## src/rtl/mtr_step_gen.sv

```systemverilog
// mtr_step_gen: stepper-motor STEP/DIR/EN generator.
// Takes the run request, direction and target rate from the bus control block.
// Drives a stepper driver with a linear speed ramp and fixed-width step pulses.
// Step timing comes from a phase accumulator.
// A direction change never happens on the fly: the motor decelerates to zero,
// the new direction is held for DIR_SETUP cycles, then it re-accelerates.
//
// Ports:
//   bus_clk, rst          clock, synchronous active-high reset
//   mtr_en, mtr_dir       run request / requested direction (1 = forward)
//   mtr_speed             target step rate (saturated at SPEED_MAX)
//   drv_step/dir/en       stepper driver pins
//   busy                  controller is not idle
//   at_speed              running at a non-zero effective target
//   pos                   signed step position (only with MTR_STEP_POS_EN)
//
// Optional feature: define MTR_STEP_POS_EN to add the pos step counter.
module mtr_step_gen #(
   parameter int unsigned SPEED_W   = 16,
   parameter int unsigned ACC_W     = 32,
   parameter int unsigned SPEED_MAX = 16'h4000,
   parameter int unsigned ACCEL     = 16,
   parameter int unsigned RAMP_DIV  = 1000,
   parameter int unsigned PULSE_W   = 200,
   parameter int unsigned DIR_SETUP = 500
) (
   input  logic               bus_clk,
   input  logic               rst,
   input  logic               mtr_en,
   input  logic               mtr_dir,
   input  logic [SPEED_W-1:0] mtr_speed,
   output logic               drv_step,
   output logic               drv_dir,
   output logic               drv_en,
   output logic               busy,
   output logic               at_speed
`ifdef MTR_STEP_POS_EN
  ,output logic signed [31:0] pos
`endif
);
   localparam int DIV_W = (RAMP_DIV > 1) ? $clog2(RAMP_DIV) : 1;
   localparam int PLS_W = $clog2(PULSE_W + 1);
   localparam int SET_W = (DIR_SETUP > 1) ? $clog2(DIR_SETUP) : 1;
   localparam logic [SPEED_W-1:0] SPD_MAX  = SPEED_W'(SPEED_MAX);
   localparam logic [SPEED_W-1:0] SPD_ACC  = SPEED_W'(ACCEL);
   localparam logic [DIV_W-1:0]   DIV_LAST = DIV_W'(RAMP_DIV - 1);
   localparam logic [PLS_W-1:0]   PLS_LOAD = PLS_W'(PULSE_W);
   localparam logic [SET_W-1:0]   SET_LOAD = SET_W'(DIR_SETUP - 1);

   typedef enum logic [1:0] {IDLE, SETUP, RUN} state_t;
   state_t state, state_nxt;

   logic [SPEED_W-1:0] cur_speed, spd_nxt, tgt;
   logic [ACC_W-1:0]   acc;
   logic [ACC_W:0]     acc_sum;
   logic [DIV_W-1:0]   div_cnt;
   logic [PLS_W-1:0]   pls_cnt;
   logic [SET_W-1:0]   set_cnt;
   logic               ramp_tick, pls_act, carry, pls_start, enter_setup;

   // A request for the opposite direction counts as "stop", which is what
   // drives the decelerate-before-reverse behaviour.
   assign tgt = (mtr_en && (mtr_dir == drv_dir)) ?
                ((mtr_speed > SPD_MAX) ? SPD_MAX : mtr_speed) : '0;

   assign ramp_tick = (div_cnt == DIV_LAST);
   assign pls_act   = (pls_cnt != '0);
   assign acc_sum   = {1'b0, acc} + {{(ACC_W + 1 - SPEED_W){1'b0}}, cur_speed};
   assign carry     = (state == RUN) && (cur_speed != '0) && acc_sum[ACC_W];
   // Carries that land inside an active pulse are dropped.
   assign pls_start = carry && !pls_act;

   assign drv_step = pls_act;
   assign busy     = (state != IDLE);
   assign drv_en   = busy;
   assign at_speed = (state == RUN) && (cur_speed == tgt) && (tgt != '0);

   always_ff @(posedge bus_clk) begin
      if (rst) state <= IDLE;
      else     state <= state_nxt;
   end

   always_comb begin
      state_nxt   = state;
      enter_setup = 1'b0;
      case (state)
         IDLE: if (mtr_en) begin
            state_nxt   = SETUP;
            enter_setup = 1'b1;
         end
         SETUP: if (set_cnt == '0) state_nxt = RUN;
         RUN: if ((cur_speed == '0) && !pls_act) begin
            if (!mtr_en) begin
               state_nxt = IDLE;
            end else if (mtr_dir != drv_dir) begin
               state_nxt   = SETUP;
               enter_setup = 1'b1;
            end
         end
         default: state_nxt = IDLE;
      endcase
   end

   // Ramp one ACCEL step toward tgt per tick; differences are compared first
   // so the result clamps at tgt without overshoot or wrap.
   always_comb begin
      spd_nxt = cur_speed;
      if (state != RUN) begin
         spd_nxt = '0;
      end else if (ramp_tick) begin
         if (cur_speed < tgt)
            spd_nxt = ((tgt - cur_speed) <= SPD_ACC) ? tgt : cur_speed + SPD_ACC;
         else if (cur_speed > tgt)
            spd_nxt = ((cur_speed - tgt) <= SPD_ACC) ? tgt : cur_speed - SPD_ACC;
      end
   end

   always_ff @(posedge bus_clk) begin
      if (rst) begin
         cur_speed <= '0;
         acc       <= '0;
         div_cnt   <= '0;
         pls_cnt   <= '0;
         set_cnt   <= '0;
         drv_dir   <= 1'b0;
      end else begin
         cur_speed <= spd_nxt;
         div_cnt   <= ramp_tick ? '0 : div_cnt + 1'b1;
         // drv_dir only changes here, and entry to SETUP is only possible
         // with zero speed and no pulse in flight.
         if (enter_setup) begin
            drv_dir <= mtr_dir;
            acc     <= '0;
            set_cnt <= SET_LOAD;
         end else begin
            if ((state == RUN) && (cur_speed != '0)) acc <= acc_sum[ACC_W-1:0];
            if ((state == SETUP) && (set_cnt != '0)) set_cnt <= set_cnt - 1'b1;
         end
         if (pls_start)    pls_cnt <= PLS_LOAD;
         else if (pls_act) pls_cnt <= pls_cnt - 1'b1;
      end
   end

`ifdef MTR_STEP_POS_EN
   // Position survives IDLE; only reset clears it.
   always_ff @(posedge bus_clk) begin
      if (rst)            pos <= '0;
      else if (pls_start) pos <= drv_dir ? pos + 32'sd1 : pos - 32'sd1;
   end
`endif

endmodule

```

## config.mk

```make
export PLATFORM = sky130hd
export DESIGN_NAME = mtr_step_gen
export DESIGN_NICKNAME = d
export VERILOG_FILES = /design/src/rtl/mtr_step_gen.sv
export SDC_FILE = /design/constraint.sdc
export NUM_CORES = 1
export LEC_CHECK = 0
export CORE_AREA = 2 2 127 98
export CTS_CLUSTER_SIZE = 30
export DETAILED_ROUTE_END_ITERATION = 6
export DIE_AREA = 0 0 129 100
export HOLD_SLACK_MARGIN = 0.08
export PLACE_DENSITY = 0.85
export REMOVE_ABC_BUFFERS = 1
export SLEW_MARGIN = 20
export SYNTH_ARGS = -nofsm -noshare
export SYNTH_HDL_FRONTEND = slang
export SYNTH_SLANG_ARGS = --single-unit
```

## constraint.sdc

```tcl
create_clock -name bus_clk -period 4.75 [get_ports bus_clk]
set_input_delay 0.7125 -clock bus_clk [delete_from_list [all_inputs] [get_ports bus_clk]]
set_output_delay 0.7125 -clock bus_clk [all_outputs]
set_load 0.02 [all_outputs]
```

==> out/metrics.yaml <==
cts_buffers: 9
cp-end-kind: "flop"
fin_crit_ns: 5.19
post-synth-top-area-cell: "dfxtp_1"
initial_core_util_pct: 54.1
async_reset_ff_share_pct: 0
rows: 35
leakagePower_nw: 3.89
die_x_um: 129
numClockSinks: 78
io_pins: 25
netlist_area_mm2: 0.00643
dp_slack_ns: -0.769
grt_max_degree: 36
drive_gt1_share_pct: 28.9
design_area_mm2: 0.00887
setup_viol: 16
ir_drop_mv: 0.183
slew-limit-headroom_pct: 53.4
cts.clk_slew.worst_paths_ns: 0.06
wl_mm: 23.9
drv_cap: 0
violations: "DRC, setup timing"
antenna_found_initial: 0
core_mm2: 0.0119
startpoint_type: "input port"
dpl_cell_area_mm2: 0.00781
grt_setup_unrepaired: "yes"
worstSetupPathType: "in -> reg"
hpwlAfterDp_mm: 14.3
ys.flop_type: "dfxtp_1"
root_buffer: "clkbuf_16"
syn_inst: 836
required_ns: 5.01
wire_per_inst_um: 20.1
synth_top_area_share_pct: 24.3
grt_pass1_wl_mm: 33.1
synth_sequential_area_ratio_pct: 24.3
cts_tree: "built"
synthTopCellsByCount: "a21oi_1 (81), dfxtp_1 (78), nand2_1 (69)"
syn_area_per_cell_um2: 7.69
ys_types: 79
final_util_pct: 74.7
place_congestion: 1.06
area_growth_pct: 38.0
die_y_um: 100
htreeDepth: 3
routed_via_density: 6.43
powerDensity_mw_per_mm2: 254
antenna_cells: 0
tns_ns: -4.61
synthTopCellsByArea: "dfxtp_1 (24%), ha_1 (11%), a21oi_1 (6.3%)"
drt_first_pass_iters: 7
clock_path_buffers: 2
synth_warnings: 0
clk_latency_ns: 0.34
fp.dieArea_mm2: 0.0129
ant_nets: 0
setup_slack_ns: -0.436
period_share_pct: 109
register_area_mm2: 0.00156
fmax_mhz: 193
status: "complete, but fails checks"
drc: 9
gr-usage-all-layers_pct: 32.2
grt_pass1_vias: 6804
cp.arrival_ns: 5.44
final_max_slew_viol_count: 0
tightest_slew_ns: 0.698
final_hold_viol_count: 0
yosys_register_bits: 78
crit_fanout: 7
fillCellCount: 742
hp-class: "reg -> reg"
synth_edf_count: 0
port_buffers: 24
gr-total-overflow: 0
drtIter0Drc: 1128
clock_skew_ns: 0.00600
vias: 7647
synth_most_common_cell: "a21oi_1"
multi_input_area_mm2: 0.00490
finalNetCount: 1093
==> final cells by class <==
class                           count  area share (%)
Clock buffer                       10            2.58
Clock inverter                      6            1.51
Inverter                           53            2.27
Multi-Input combinational cell    671            55.3
Sequential cell                    78            17.6
Tap cell                          166            2.34
Timing Repair Buffer              205            18.4
==> routing by layer <==
layer  vias to the layer above  global-route usage (%)  share of wire, %  routed length, um
met5                         -                       0                 0                  0
met4                         0                    10.4               5.7               1350
li1                       3399                       -                 -                  -
met3                       175                    8.64                12               2880
met2                       587                    51.3                43              10300
met1                      3486                    42.5                39               9350
==> flip-flops by register name, indices dropped and copies added, names as in the netlist <==
signal	cells
div_cnt	10
cur_speed	16
set_cnt	9
acc	32
pls_cnt	8
state	2
drv_dir	1
==> where the power goes <==
| part | leakage (nW) | internal, W | switching, W | total (W) |
|---|---|---|---|---|
| Sequential | 0.633 | 0.000694 | 0.0000367 | 0.000731 |
| Combinational | 3.08 | 0.000311 | 0.000364 | 0.000674 |
| Clock | 0.177 | 0.000567 | 0.000281 | 0.000848 |
| Total | 3.89 | 0.00157 | 0.000682 | 0.00225 |
==> critical path: stages <==
cell and delay, ns:
buf_6 0.10, nor4_4 0.31, buf_4 0.17, nand4_1 0.14, a211oi_2 0.32, buf_4 0.22
buf_4 0.15, nand2_1 0.11, inv_2 0.20, ha_4 0.27, a21oi_2 0.18, o21ai_1 0.11
o21bai_1 0.19, a311oi_2 0.33, xnor2_1 0.14, or4_4 0.53, or3_4 0.45, a21oi_4 0.28
buf_6 0.18, buf_6 0.10, a211oi_2 0.05, nor2_1 0.18
==> cells by family (layout without fill, tap and decap cells) <==
kind of cell    Yosys count  after routing  share of synthesized area, %
other cells               1              1                        0.0584
buf+inv                  87            274                          5.67
fa+ha+maj                55             55                          10.8
xor+xnor                 62             62                          8.45
compound gates          249            249                          26.0
simple gates            298            298                          23.7
mux                       6              6                         0.974
flops                    78             78                          24.3
==> placed cells by master, fill, tap and decap left out, types with 12 or more instances in the layout <==
cell      count
buf_4       170
dfxtp_1      78
a21oi_1      75
nor2_1       65
nand2_1      61
inv_1        46
ha_1         44
o21ai_0      35
xnor2_1      31
xor2_1       30
nor3_1       28
nand3_1      28
a21o_1       19
nand4_1      16
nand2b_1     15
o21a_1       13
or3_1        12
buf_6        12
==> metrics by stage <==
step / instances / hold WS (ns) / total power, W
floorplan: 802 / 0.413 / 0.00109
global placement: 1136 / 0.425 / 0.00128
detailed placement: 1136 / 0.439 / 0.00130
CTS: 1176 / 0.445 / 0.00217
global route: 1189 / 0.473 / 0.00233
finish: 1189 / 0.443 / 0.00225
==> final timing paths <==
kind	slack, ns	from	to	depth (start not counted)
setup / recovery	-0.44	mtr_speed[9]	cur_speed[8]	22
hold / removal	0.44	div_cnt[0]	div_cnt[0]	1
setup reg to reg	0.01	drv_dir	cur_speed[8]	20
hold reg to reg	0.44	div_cnt[0]	div_cnt[0]	1
==> repair_timing <==
item | 4_1_cts | 5_1_grt
hold buffers | 0 | 0
endpoints found under the setup margin | 17 | 17
pin swaps | 22 | 26
resized for setup | 88 | 62
setup buffers | 24 | 11
cloned | 1 | 2
No activity file was read; power rests on OpenSTA's default activity.
